--- config.mk ---
export PLATFORM = sky130hd
export DESIGN_NAME = mem_arbiter
export DESIGN_NICKNAME = d
export VERILOG_FILES = /design/src/rtl/mem_arb_pkg.sv /design/src/rtl/mem_arb_pick.sv /design/src/rtl/mem_arbiter.sv
export SDC_FILE = /design/constraint.sdc
export NUM_CORES = 1
export LEC_CHECK = 0
export ABC_AREA = 1
export CORE_AREA = 2 2 97 99
export CTS_CLUSTER_SIZE = 24
export DETAILED_ROUTE_END_ITERATION = 7
export DIE_AREA = 0 0 99 101
export MAX_ROUTING_LAYER = met4
export PLACE_DENSITY = 0.69
export SLEW_MARGIN = 40
export SYNTH_ARGS = -nofsm -noshare
export SYNTH_HDL_FRONTEND = slang
export SYNTH_HIERARCHICAL = 1
export SYNTH_SLANG_ARGS = --single-unit
--- constraint.sdc ---
create_clock -name clk -period 4.07 [get_ports clk]
set_clock_uncertainty 0.15 [all_clocks]
set_input_delay 0.6105 -clock clk [delete_from_list [all_inputs] [get_ports clk]]
set_output_delay 0.6105 -clock clk [all_outputs]
set_load 0.05 [all_outputs]
--- src/rtl/mem_arb_pkg.sv ---
// Shared types and defaults for the two-port memory arbiter.
// Owner encoding, geometry defaults and response latency.
package mem_arb_pkg;

  typedef enum logic [1:0] {
    OWN_NONE = 2'd0,
    OWN_IF   = 2'd1,
    OWN_D    = 2'd2
  } owner_t;

  localparam int ADDR_W_DEF   = 8;
  localparam int MAX_WAIT_DEF = 4;
  localparam int RESP_LAT     = 1;

endpackage

--- src/rtl/mem_arb_pick.sv ---
// Combinational two-way winner selection for mem_arbiter.
// if_first gives the fetch port priority under contention.
module arb_pick (
  input  logic if_req,
  input  logic d_req,
  input  logic if_first,
  output logic if_win,
  output logic d_win
);

  assign if_win = if_req & (~d_req | if_first);
  assign d_win  = d_req & ~if_win;

endmodule

--- src/rtl/mem_arbiter.sv ---
// Fetch/data single-port memory arbiter, one access per cycle.
// MEM_ARB_RR_EN selects round-robin instead of data-first + starvation timer.
import mem_arb_pkg::*;

module mem_arbiter #(
  parameter int ADDR_W   = ADDR_W_DEF,
  parameter int MAX_WAIT = MAX_WAIT_DEF
) (
  input  logic              clk,
  input  logic              reset,
  input  logic              if_req,
  input  logic [31:0]       if_addr,
  output logic              if_gnt,
  output logic              if_rvalid,
  output logic [31:0]       if_rdata,
  input  logic              d_req,
  input  logic              d_we,
  input  logic [31:0]       d_addr,
  input  logic [31:0]       d_wdata,
  input  logic [3:0]        d_wstrb,
  output logic              d_gnt,
  output logic              d_rvalid,
  output logic [31:0]       d_rdata,
  output logic              mem_en,
  output logic              mem_we,
  output logic [ADDR_W-1:0] mem_addr,
  output logic [31:0]       mem_wdata,
  output logic [3:0]        mem_wmask,
  input  logic [31:0]       mem_rdata
);

  owner_t owner;
  logic   store_q;
  logic   if_first;
  logic   if_win;
  logic   d_win;

`ifdef MEM_ARB_RR_EN
  logic last_d;

  assign if_first = last_d;

  always_ff @(posedge clk or negedge reset) begin
    if (!reset) begin
      last_d <= 1'b0;
    end else if (if_gnt) begin
      last_d <= 1'b0;
    end else if (d_gnt) begin
      last_d <= 1'b1;
    end
  end
`else
  localparam int WAIT_W = $clog2(MAX_WAIT + 2);

  logic [WAIT_W-1:0] wait_cnt;

  assign if_first = (wait_cnt >= WAIT_W'(MAX_WAIT));

  // Never exceeds MAX_WAIT: at the limit the fetch port wins.
  always_ff @(posedge clk or negedge reset) begin
    if (!reset) begin
      wait_cnt <= '0;
    end else if (if_req && !if_gnt) begin
      wait_cnt <= wait_cnt + 1'b1;
    end else begin
      wait_cnt <= '0;
    end
  end
`endif

  arb_pick u_pick (
    .if_req   (if_req & reset),
    .d_req    (d_req & reset),
    .if_first (if_first),
    .if_win   (if_win),
    .d_win    (d_win)
  );

  assign if_gnt    = if_win;
  assign d_gnt     = d_win;
  assign mem_en    = if_win | d_win;
  assign mem_we    = d_win & d_we;
  assign mem_wmask = mem_we ? d_wstrb : 4'h0;
  assign mem_wdata = mem_we ? d_wdata : 32'h0;

  always_comb begin
    mem_addr = '0;
    unique case (1'b1)
      d_win:   mem_addr = d_addr[ADDR_W+1:2];
      if_win:  mem_addr = if_addr[ADDR_W+1:2];
      default: mem_addr = '0;
    endcase
  end

  logic unused_addr;
  assign unused_addr = ^{if_addr[31:ADDR_W+2], if_addr[1:0],
                         d_addr[31:ADDR_W+2], d_addr[1:0]};

  always_ff @(posedge clk or negedge reset) begin
    if (!reset) begin
      owner   <= OWN_NONE;
      store_q <= 1'b0;
    end else begin
      store_q <= d_win & d_we;
      unique case (1'b1)
        if_win:  owner <= OWN_IF;
        d_win:   owner <= OWN_D;
        default: owner <= OWN_NONE;
      endcase
    end
  end

  assign if_rvalid = (owner == OWN_IF);
  assign d_rvalid  = (owner == OWN_D);
  assign if_rdata  = if_rvalid ? mem_rdata : 32'h0;
  assign d_rdata   = (d_rvalid && !store_q) ? mem_rdata : 32'h0;

endmodule

# ---- Word-level counts from Yosys, hierarchy flattened
# Cells that the tools add are included.
dict set report totals {
  mem_bits_rw 0
  output_inout_bits 114
  latch_bits 0
  ff_bits 6
  memories 0
  rom_bits 0
  inputBits 137
  word_cells 27
}
dict set report classes {
  n_reduce_logical 4
  n_bitwise 9
  mux 7
  n_mul 0
  n_eq_ne 2
  add_sub_neg 1
  n_lt_le_gt_ge 1
  shift 0
  n_div 0
}
# cell n
set ops {}
lappend ops {{two-way mux 32 bit} 3}
lappend ops {{case mux 8 bit (2 select lines)} 1}
lappend ops {{bitwise AND 1 bit} 5}
lappend ops {{two-way mux 4 bit} 1}
lappend ops {{case mux 2 bit (2 select lines)} 1}
lappend ops {{adder 3 x 1 -> 3 bit (second input constant)} 1}
lappend ops {{>= comparator 3 bit (second input constant)} 1}
lappend ops {{two-way mux 3 bit} 1}
lappend ops {{== test 2 x 1 -> 1 bit (second input constant)} 1}
lappend ops {{== test 2 bit (second input constant)} 1}
lappend ops {{logical AND 1 bit} 2}
lappend ops {{logical NOT 1 bit} 2}
lappend ops {{inverter 1 bit} 2}
lappend ops {{OR 1 bit} 2}

# ---- Depth between registers and ports, before layout
# Gate-level depths: netlist of run 1.
dict set report depth {
  word_depth 8
  ltp_mapped 8
  depth_no_buf 7
}

# ---- By module
# Netlist of run 1, hierarchy kept.
# mod seq_area_each_um2 cells_per_inst area_per_inst_um2 n_inst
set modules_own_cells {}
lappend modules_own_cells {mem_arbiter 150.1 240 1378.8 1}
lappend modules_own_cells {arb_pick 0.0 4 27.5 1}

# ---- Least setup slack after synthesis of run 1
# OpenSTA, ideal clock, no wires.
dict set report synth_path {
  kind {input to output}
  start {in d_req}
  end {out mem_wdata[22]}
  t_arrival_ns 2.406
  t_required_ns 3.309
  path_stages 7
  slack_ns 0.903
  path_cell_list {nand2_1 inv_1 a21boi_2 buf_4 nand2_4 buf_6 nor2_1}
}
dict set report synth_between {
  elab_chain_cells 8
}
# element line_no
set synth_rtl {}
lappend synth_rtl {{start: declaration} mem_arbiter.sv:16} ;# input logic d_req,
lappend synth_rtl {{bitwise AND 1 bit (*)} mem_arbiter.sv:73} ;# .d_req (d_req & reset),
lappend synth_rtl {{inverter 1 bit} mem_arb_pick.sv:11} ;# assign if_win = if_req & (~d_req | if_first);
lappend synth_rtl {{OR 1 bit} mem_arb_pick.sv:11}
lappend synth_rtl {{bitwise AND 1 bit} mem_arb_pick.sv:11}
lappend synth_rtl {{inverter 1 bit} mem_arb_pick.sv:12} ;# assign d_win = d_req & ~if_win;
lappend synth_rtl {{bitwise AND 1 bit (*)} mem_arb_pick.sv:12}
lappend synth_rtl {{net d_gnt} mem_arbiter.sv:21} ;# output logic d_gnt,
lappend synth_rtl {{bitwise AND 1 bit (*)} mem_arbiter.sv:82} ;# assign mem_we = d_win & d_we;
lappend synth_rtl {{two-way mux 32 bit (*)} mem_arbiter.sv:84} ;# assign mem_wdata = mem_we ? d_wdata : 32'h0;
lappend synth_rtl {{end: declaration} mem_arbiter.sv:27} ;# output logic [31:0] mem_wdata,
# Mark *: on every way through the listed nets, which the timed path passes. The rest lies on a longest branch.

# ---- Worst setup path in the final report of run 1
dict set report layout_path {
  start {in reset}
  end {out d_gnt}
}
dict set report layout_between {
  elab_chain_cells 6
  word_cells_on_any_way 7
}
# element line_no
set layout_rtl {}
lappend layout_rtl {{start: declaration} mem_arbiter.sv:10} ;# input logic reset,
lappend layout_rtl {{bitwise AND 1 bit} mem_arbiter.sv:73}
lappend layout_rtl {{inverter 1 bit} mem_arb_pick.sv:11}
lappend layout_rtl {{OR 1 bit} mem_arb_pick.sv:11}
lappend layout_rtl {{bitwise AND 1 bit} mem_arb_pick.sv:11}
lappend layout_rtl {{inverter 1 bit} mem_arb_pick.sv:12}
lappend layout_rtl {{bitwise AND 1 bit (*)} mem_arb_pick.sv:12}
lappend layout_rtl {{end: declaration} mem_arbiter.sv:21}
# Every way passes the cells marked *; elsewhere a longest branch is shown, timed or not.

==> out/results.ini, run 1 <==
[critical_path]
cp_common_cell = clkdlybuf4s50_1
critPathLaunch = reset
path_max_fanout = 8
slowest_stage = clkdlybuf4s50_1
cp-end-kind = output port
path_delay_family = buffers and inverters
worstPathArrival_ps = 2660
r2r-start = wait_cnt[2]$_DFF_PN0_
crit_required_ps = 3310
criticalPathCategory = input pin to output port
crit_chain = clkdlybuf4s50_1 -> nand2_1 -> inv_1 -> a21boi_2 -> buf_4 -> clkdlybuf4s50_1
slowest_delay_ps = 810
cp_num_buf_inv = 4
setup.worst_path.start_class = input pin

[synth]
mappedNetlistArea_mm2 = 0.00141
synth_nets = 383
synth_seq_cells = 6
synth_cell_types = 19
yosys_warnings = 6
synth_seq_area_share = 0.107
syn-mean-instance-area_um2 = 5.76
syn-instance-count = 244

[place]
dp_slack_ps = 623
io_buffers = 202
place.gp.congestion = 0.732
dp_hpwl_um = 5250

[floorplanning]
io_pins = 251
die_h_um = 101
dieArea_mm2 = 0.0100
die_w_um = 99
core_mm2 = 0.00898
fp-row-count = 35
start_util = 0.157

[timing]
setup_violations = 0
holdWs_ps = 307
fmax_mhz = 292
min_period_over_period = 0.840
slew_viol_final = 0
period_needed_ps = 3420
worst-slew-pin-transition_ps = 603
setup_tns_ps = 0
worst_slack_ps = 651
rsz0062_at_grt = false
hold_viol_final = 0
relSlewSlack = 0.598

[power]
power.total_mw = 0.587
power.leakage_nw = 1.81
p_per_area_mw_per_mm2 = 153
vdd_drop_max_v = 0.0000707

[clock_tree]
h-tree-depth = 1
postCtsHoldBufs = 0
cts_setup_buffers = 0
cts-root-buf = clkbuf_8
path_clk_slew_ps = 40
cts_made_buffers = 3
worst_skew_pair.late_latency_ps = 230
cts_tree = built
cts_resized = 0
cts_sinks = 6
cts_buffer_depth = 2

[finish]
final_common_cell = clkdlybuf4s50_1
register_area_um2 = 150
drive_gt1_frac = 0.274
multi_input_area_um2 = 812
final_cell_mix = 156 x clkdlybuf4s50_1, 80 x inv_1, 47 x nor2_2
n_antenna_cell = 0
synthToLayoutAreaGrowth_pct = 173
nNetsFinal = 579
final_util = 0.428
n_fill_cell = 865

[detailed_routing]
drt_wl_total_um = 5740
drt-initial-drc-count = 18
wl_per_cell_um = 10.5
drc = 0
vias_per_cell = 3.64
ant_nets = 0
vias = 1996
firstDrtPassIters = 4

[global_route]
overflow = 0
grt_max_degree = 38
antenna_found_initial = 0
grt_pass1_wl_um = 8890
grt_pass1_vias = 1949
track_usage = 0.112

[run]
maxCapViolations = 0

[min_path]
hold_path.class = flip-flop to flip-flop
min-delay-start = wait_cnt[0]$_DFF_PN0_

[outcome]
status = completed

[per-stage QoR]
step	instance area [µm²]	cells
3_5_place_dp	3800	546
5_1_grt	3840	549
6_report	3840	549
2_1_floorplan	1410	244
4_1_cts	3840	549
3_3_place_gp	3800	546
[cell families after synthesis]
logic type,share of synthesized area
adders and majority gates,0.0178
DFF,0.107
and+or+nand+nor,0.545
AOI/OAI and AO/OA,0.0142
buffers and inverters,0.316
[final cells by class]
| cell class | instances | area share |
|---|---|---|
| flip-flops and latches | 6 | 0.0390 |
| inverters | 82 | 0.0807 |
| multi-input cells | 142 | 0.211 |
| well taps | 111 | 0.0361 |
| repair buffers | 205 | 0.622 |
| clock buffers | 3 | 0.0107 |
[flip-flops by register name, summed over array words and instances, names as in the netlist]
register / flops
owner: 2
store_q: 1
wait_cnt: 3
[where the power goes]
group / internal [mW] / total (mW) / switching (mW)
Sequential: 0.0635 / 0.0666 / 0.00307
Clock: 0.0636 / 0.0906 / 0.0270
Combinational: 0.183 / 0.430 / 0.246
Total: 0.311 / 0.587 / 0.276
[synth_stat cells]
master | instances | area (µm²)
a21boi_2 | 1 | 11.3
a21oi_2 | 1 | 8.76
buf_12 | 1 | 20.0
buf_2 | 1 | 5.00
buf_4 | 1 | 7.51
buf_6 | 8 | 90.1
clkbuf_1 | 3 | 11.3
dfrtp_1 | 6 | 150
ha_1 | 2 | 25.0
inv_1 | 80 | 300
inv_2 | 1 | 3.75
inv_4 | 1 | 6.26
nand2_1 | 30 | 113
nand2_4 | 1 | 11.3
nand3b_4 | 1 | 20.0
nor2_1 | 44 | 165
nor2_2 | 47 | 294
nor2_4 | 14 | 158
or2_2 | 1 | 6.26
[worst paths after layout]
path	end	slack, ps	cells after the start
hold reg to reg	wait_cnt[0]$_DFF_PN0_	310	1
hold / removal	wait_cnt[0]$_DFF_PN0_	310	1
max in group asynchronous	owner[1]$_DFF_PN0_	2990	1
setup / recovery	d_gnt	650	6
min in group asynchronous	store_q$_DFF_PN0_	510	1
setup reg to reg	store_q$_DFF_PN0_	2650	4
[routing by layer]
metal | up-vias | wire [µm] | GRT usage
met5 | - | 0 | -
met4 | 0 | 30 | 0.0221
met3 | 3 | 641 | 0.0250
met2 | 137 | 3090 | 0.221
met1 | 828 | 1980 | 0.111
li1 | 1028 | - | -
No activity file was read; power rests on OpenSTA's default activity.
==> inputs of run 2 (changes only) <==
- CORE_AREA: 2 2 97 99 -> 2 2 98 100
- DIE_AREA: 0 0 99 101 -> 0 0 100 102
- PLACE_DENSITY: 0.69 -> 0.68
- clock period: 4.07 -> 3.4 ns (I/O delays scaled with it)
==> out/results.ini, run 2 (synthesis results as in run 1) <==
[outcome]
status = completed

[finish]
final_util = 0.435
final_common_cell = clkdlybuf4s50_1
nNetsFinal = 577
n_fill_cell = 880
final_cell_area_mm2 = 0.00396
largest_register_ff_count = 3
multi_input_area_um2 = 812
drive_gt1_frac = 0.275
final_cell_count_no_fill = 547
final_cell_mix = 154 x clkdlybuf4s50_1, 80 x inv_1, 48 x buf_12
n_antenna_cell = 0
regMostFlops = wait_cnt
register_area_um2 = 150
synthToLayoutAreaGrowth_pct = 182
top_regs = wait_cnt (3), owner (2), store_q (1)

[floorplanning]
fp-row-count = 35
core_mm2 = 0.00911
die_h_um = 102
die_w_um = 100
start_util = 0.154
io_pins = 251
dieArea_mm2 = 0.0102

[timing]
hold_viol_final = 0
min_period_over_period = 0.868
worst_slack_ps = 448
period_needed_ps = 2950
slew_viol_final = 0
fmax_mhz = 339
holdWs_ps = 315
worst-slew-pin-transition_ps = 610
rsz0062_at_grt = false
relSlewSlack = 0.593
setup_violations = 0
setup_tns_ps = 0

[clock_tree]
cts_buffer_depth = 2
cts_tree = built
path_clk_slew_ps = 40
cts-root-buf = clkbuf_8
postCtsHoldBufs = 0
cts_resized = 0
worst_skew_pair.late_latency_ps = 220
h-tree-depth = 1
cts_sinks = 6
cts_setup_buffers = 0
cts_made_buffers = 3

[run]
maxCapViolations = 0

[detailed_routing]
drt_wl_total_um = 5970
wl_per_cell_um = 10.9
vias = 2022
vias_per_cell = 3.70
ant_nets = 0
drt-initial-drc-count = 29
firstDrtPassIters = 4
drc = 0

[critical_path]
worstPathArrival_ps = 2290
crit_required_ps = 2740
path_max_fanout = 37
criticalPathCategory = input pin to output port
cp-end-kind = output port
setup.worst_path.start_class = input pin

[place]
place_inst = 544
io_buffers = 202
dp_hpwl_um = 5460
dp_slack_ps = 372
place.gp.congestion = 0.835
place_area_mm2 = 0.00392

[power]
vdd_drop_max_v = 0.000126
power.leakage_nw = 1.84
power.total_mw = 0.726
p_per_area_mw_per_mm2 = 183

[global_route]
grt_max_degree = 38
grt_pass1_wl_um = 8870
grt_pass1_vias = 2005
antenna_found_initial = 0
track_usage = 0.110
overflow = 0

[min_path]
hold_path.class = flip-flop to flip-flop

[run 2: cell types whose count changed in the layout (fill, tap and decap cells not counted)]
| cell | before | now |
|---|---|---|
| buf_4 | 12 | 1 |
| buf_12 | 37 | 48 |
| clkdlybuf4s50_1 | 156 | 154 |
[run 2: cell type report]
| cell class | count | share of cell area |
|---|---|---|
| tap | 111 | 0.0350 |
| inverter | 82 | 0.0783 |
| sequential | 6 | 0.0379 |
| timing repair buffer | 203 | 0.633 |
| multi-input combinational | 142 | 0.205 |
| clock buffer | 3 | 0.0104 |
[run 2: layer usage]
layer,vias to the layer above,part of all wire,GRT usage
met1,848,0.35,0.114
met5,-,0,-
met4,0,0.0085,0.0169
met3,4,0.11,0.0212
met2,144,0.53,0.219
li1,1026,-,-
[run 2: path summary, 6_finish.rpt]
kind | from | end | slack (ps) | cells past startpoint
setup / recovery | reset | mem_wdata[5] | 450 | 7
hold / removal | wait_cnt[0]$_DFF_PN0_ | wait_cnt[0]$_DFF_PN0_ | 310 | 1
setup reg to reg | wait_cnt[2]$_DFF_PN0_ | wait_cnt[0]$_DFF_PN0_ | 1940 | 5
hold reg to reg | wait_cnt[0]$_DFF_PN0_ | wait_cnt[0]$_DFF_PN0_ | 310 | 1
max in group asynchronous | reset | store_q$_DFF_PN0_ | 2460 | 1
min in group asynchronous | reset | wait_cnt[0]$_DFF_PN0_ | 400 | 1
[run 2: critical path, cell delays in order]
cell             delay [ps]
clkdlybuf4s50_1         650
nand2_1                  80
inv_1                    90
a21boi_2                250
nand2_4                 260
nor2_1                  270
buf_12                  170
[run 2: power breakdown]
group,switching [mW],leakage (nW),total [mW],internal [mW]
clock network,0.0285,0.0216,0.104,0.0759
registers,0.00338,0.0795,0.0795,0.0761
logic,0.302,1.74,0.542,0.240
==> inputs of run 3 (changes only) <==
- SETUP_SLACK_MARGIN: not set -> 0.5
==> out/results.ini, run 3 (synthesis results as in run 1) <==
[clock_tree]
cts_resized = 3
cts_made_buffers = 3
cts_buffer_depth = 2
cts-root-buf = clkbuf_8
postCtsHoldBufs = 0
cts_setup_buffers = 0
cts_sinks = 6
path_clk_slew_ps = 40
h-tree-depth = 1
worst_skew_pair.late_latency_ps = 220
cts_tree = built

[place]
io_buffers = 202
place.gp.congestion = 0.835
dp_hpwl_um = 5460
dp_slack_ps = 372
place_inst = 544

[critical_path]
criticalPathCategory = flip-flop to output port
path_max_fanout = 16
slowest_delay_ps = 820
crit_chain = nand3b_4 -> nor2_2 -> clkdlybuf4s50_1
ff2ff_path_depth = 5
slowest_stage = clkdlybuf4s50_1
worstPathArrival_ps = 2120
setup.worst_path.start_class = flip-flop
cp-end-kind = output port
crit_required_ps = 2740

[finish]
final_common_cell = clkdlybuf4s50_1
top_regs = wait_cnt (3), owner (2), store_q (1)
regMostFlops = wait_cnt
final_util = 0.438
largest_register_ff_count = 3
drive_gt1_frac = 0.277
synthToLayoutAreaGrowth_pct = 184
final_cell_count_no_fill = 548
n_fill_cell = 879
final_cell_mix = 153 x clkdlybuf4s50_1, 80 x inv_1, 48 x buf_12
n_antenna_cell = 0
nNetsFinal = 578

[floorplanning]
dieArea_mm2 = 0.0102
die_h_um = 102
io_pins = 251
core_mm2 = 0.00911
fp-row-count = 35
die_w_um = 100
start_util = 0.154

[timing]
rsz0062_at_grt = false
min_period_over_period = 0.817
worst_slack_ps = 623
period_needed_ps = 2780
fmax_mhz = 360
worst-slew-pin-transition_ps = 611
setup_violations = 0
setup_tns_ps = 0
relSlewSlack = 0.593
hold_viol_final = 0
slew_viol_final = 0

[run]
maxCapViolations = 0

[global_route]
grt_max_degree = 38
track_usage = 0.115
antenna_found_initial = 0
overflow = 0
grt_pass1_wl_um = 9190
grt_pass1_vias = 2037

[min_path]
hold_path.class = input pin to asynchronous set/reset pin

[detailed_routing]
drt-initial-drc-count = 19
vias = 2038
vias_per_cell = 3.72
wl_per_cell_um = 11.4
drt_wl_total_um = 6270
firstDrtPassIters = 4
ant_nets = 0
drc = 0

[outcome]
status = completed

[power]
power.leakage_nw = 1.85
power.total_mw = 0.731
vdd_drop_max_v = 0.000126
p_per_area_mw_per_mm2 = 183

## run 3: cell count changes in the layout (fill, tap and decap cells not counted)
cell	previous run	this run
nand2_8	0	1
dlygate4sd2_1	0	1
nand2_4	1	0
nand3b_4	1	2
clkdlybuf4s50_1	154	153
## run 3: layout make-up
class,instances,area [µm²],share of cell area
well taps,111,139,0.0348
clock buffers,3,41.3,0.0103
multi-input cells,143,841,0.211
inverters,82,310,0.0778
flip-flops and latches,6,150,0.0376
repair buffers,203,2510,0.629
## run 3: power breakdown
part / total (mW) / internal, mW / switching [mW]
clock network: 0.104 / 0.0759 / 0.0284
registers: 0.0807 / 0.0761 / 0.00458
logic: 0.546 / 0.241 / 0.305
## run 3: final timing paths
check,from,endpoint,slack (ps)
max in group asynchronous,reset,store_q$_DFF_PN0_,2730
min in group clk,wait_cnt[0]$_DFF_PN0_,wait_cnt[0]$_DFF_PN0_,310
min reg2reg,wait_cnt[0]$_DFF_PN0_,wait_cnt[0]$_DFF_PN0_,310
max reg2reg,wait_cnt[2]$_DFF_PN0_,wait_cnt[0]$_DFF_PN0_,1940
min,reset,wait_cnt[0]$_DFF_PN0_,130
max,owner[1]$_DFF_PN0_,d_rdata[7],620
## run 3: metal layers
| metal | vias up | track usage | share of wire |
|---|---|---|---|
| li1 | 1031 | - | - |
| met1 | 859 | 0.118 | 0.35 |
| met2 | 144 | 0.232 | 0.54 |
| met3 | 4 | 0.0205 | 0.10 |
| met4 | 0 | 0.0169 | 0.0081 |
| met5 | - | - | 0 |
## run 3: per-stage QoR
step           hold slack [ps]  cell area (µm²)
3_3_place_gp               292             3920
3_5_place_dp               308             3920
2_1_floorplan             64.4             1410
5_1_grt                    169             3990
4_1_cts                    140             3990
6_report                   130             3990
## run 3: critical path: cells and delay by family (launching register included)
| family | cells | cell delay (ps) |
|---|---|---|
| buffers and inverters | 1 | 820 |
| and+or+nand+nor | 2 | 540 |
| DFF | 1 | 530 |
==> patch, RTL diff (flow settings as in run 3) <==
Set the package constant `ADDR_W_DEF` to 10 (it was 8).
--- a/src/rtl/mem_arb_pkg.sv
+++ b/src/rtl/mem_arb_pkg.sv
@@ -9,5 +9,5 @@
   } owner_t;
 
-  localparam int ADDR_W_DEF   = 8;
+  localparam int ADDR_W_DEF   = 10;
   localparam int MAX_WAIT_DEF = 4;
   localparam int RESP_LAT     = 1;
Ports: changed (resized mem_addr); port bits go from 251 to 253. No check against the original RTL was run, so the function may have changed too.
==> patch against run 3 <==
Worst setup slack got worse by 0.0093 ns. Power increased by 1.8%. Global-route usage decreased by 0.25 points. Wire length increased by 2.9%. Cell area increased by 1.3%. Area after synthesis decreased by 4.4%. Sequential cell count unchanged. Largest power group unchanged.
==> patch: results (changes against run 3) <==
status complete, no violations; met2 usage 22.0% (-1.2 points); post-synthesis instance total 250 (+2.5%); final WL 6450 um (+2.9%); share of cells above drive strength 1 27.6% (-0.13 points); synth cell count leaders inv_1, nor2_2, nor2_1, nand2_1; syn_nets 389 (+1.6%); met3 usage 3.90% (+1.8 points); Cell variety after synth 17 (-2); global-route wire length before repair 9160 um (-0.29%); Setup crit start owner[1]; port bufs 208 (+3.0%); GRT met1 Usage 10.9% (-0.83 points); CP arrival 2.13 ns; CTS clock-pin slew for the worst setup and hold paths 0.03 ns; Total GRT Usage 11.3% (-0.25 points); # nets final 591 (+2.2%); register area share after synthesis 11.2% (+0.50 points); GP Congestion 0.755 (-9.5%); CP max FO 16 (unchanged); synth warn 6 (unchanged); R2R Path Start wait_cnt[2]; Main synth FF type dfrtp_1; DR iter-0 viols 49 (+30); HPWL after detailed placement 5540 um (+1.4%); main area contributors after synthesis nor2_2, inv_1, nor2_1, dfrtp_1, nand2_1; detailed-route wire length per cell 11.5 um (+0.29%); Via density 3.73 (+0.38%); slew at the pin closest to its max-slew limit 0.614 ns (+0.00264 ns); Worst IR Drop VDD 76.8 uV (-39%); DR pass1 iterations 4 (unchanged); CTS root buffer clkbuf_8; DP Cell Count 557 (+2.4%); Post-DP Area 0.00398 sq mm (+1.4%); Leak 0.00192 uW (+3.7%); initial antenna violation count 1 (+1)
## patch: cell count changes after synthesis, sizes merged
cell | before | now
nand2 | 31 | 37
## patch: logic make-up (layout without fill, tap and decap cells)
group	Yosys count	count (layout)	share of synthesized area (%)
and+or+nand+nor	144	145	54.7
DFF	6	6	11.2
AOI/OAI and AO/OA	2	2	1.49
adders and majority gates	2	2	1.86
other	0	1	0
buffers and inverters	96	295	30.8
## patch: worst max-delay path, stage by stage (launching register included)
cell and delay [ns]:
dfrtp_1 0.56, nand3b_4 0.36, nor2_2 0.16, clkdlybuf4s50_1 0.82
## patch: area by class of cell
type                            instances  area [sq um]
Antenna cell                            1          2.50
Clock buffer                            3          41.3
Fill cell                             892          5070
Inverter                               82           310
Multi-Input combinational cell        149           805
Sequential cell                         6           150
Tap cell                              111           139
Timing Repair Buffer                  210          2590
## patch: layer usage
| layer | vias up | routed length (um) |
|---|---|---|
| met5 | - | 0 |
| met4 | 0 | 30 |
| met3 | 4 | 865 |
| met2 | 154 | 3440 |
| met1 | 878 | 2110 |
| li1 | 1062 | - |
## patch: path summary, 6_finish.rpt
kind | cells past startpoint | slack, ns | endpoint
min in group clk | 1 | 0.34 | wait_cnt[0]
hold / removal | 1 | 0.13 | wait_cnt[0]
setup / recovery | 3 | 0.61 | d_rdata[6]
setup reg to reg | 6 | 1.70 | wait_cnt[0]
hold reg to reg | 1 | 0.34 | wait_cnt[0]
max in group asynchronous | 1 | 2.73 | store_q
## patch: timing repair
action,in CTS,in global routing
pin swaps,0,0
gates resized for setup,5,1
gates cloned,0,1
setup endpoints to repair,66,29
## patch: stage by stage
step                      utilization, %  worst slack, ns
final                               44.4            0.614
after global routing                44.4            0.513
after CTS                           44.1            0.466
after detailed placement            43.7            0.243
after global placement              43.7            0.260
after floorplan                        -            0.459
## patch: power breakdown
group	internal [uW]	switching, uW	leakage (uW)
sequential	76.1	5.36	0.0000795
combinational	249	309	0.00182
clock	75.8	28.6	0.0000216
total	401	343	0.00192
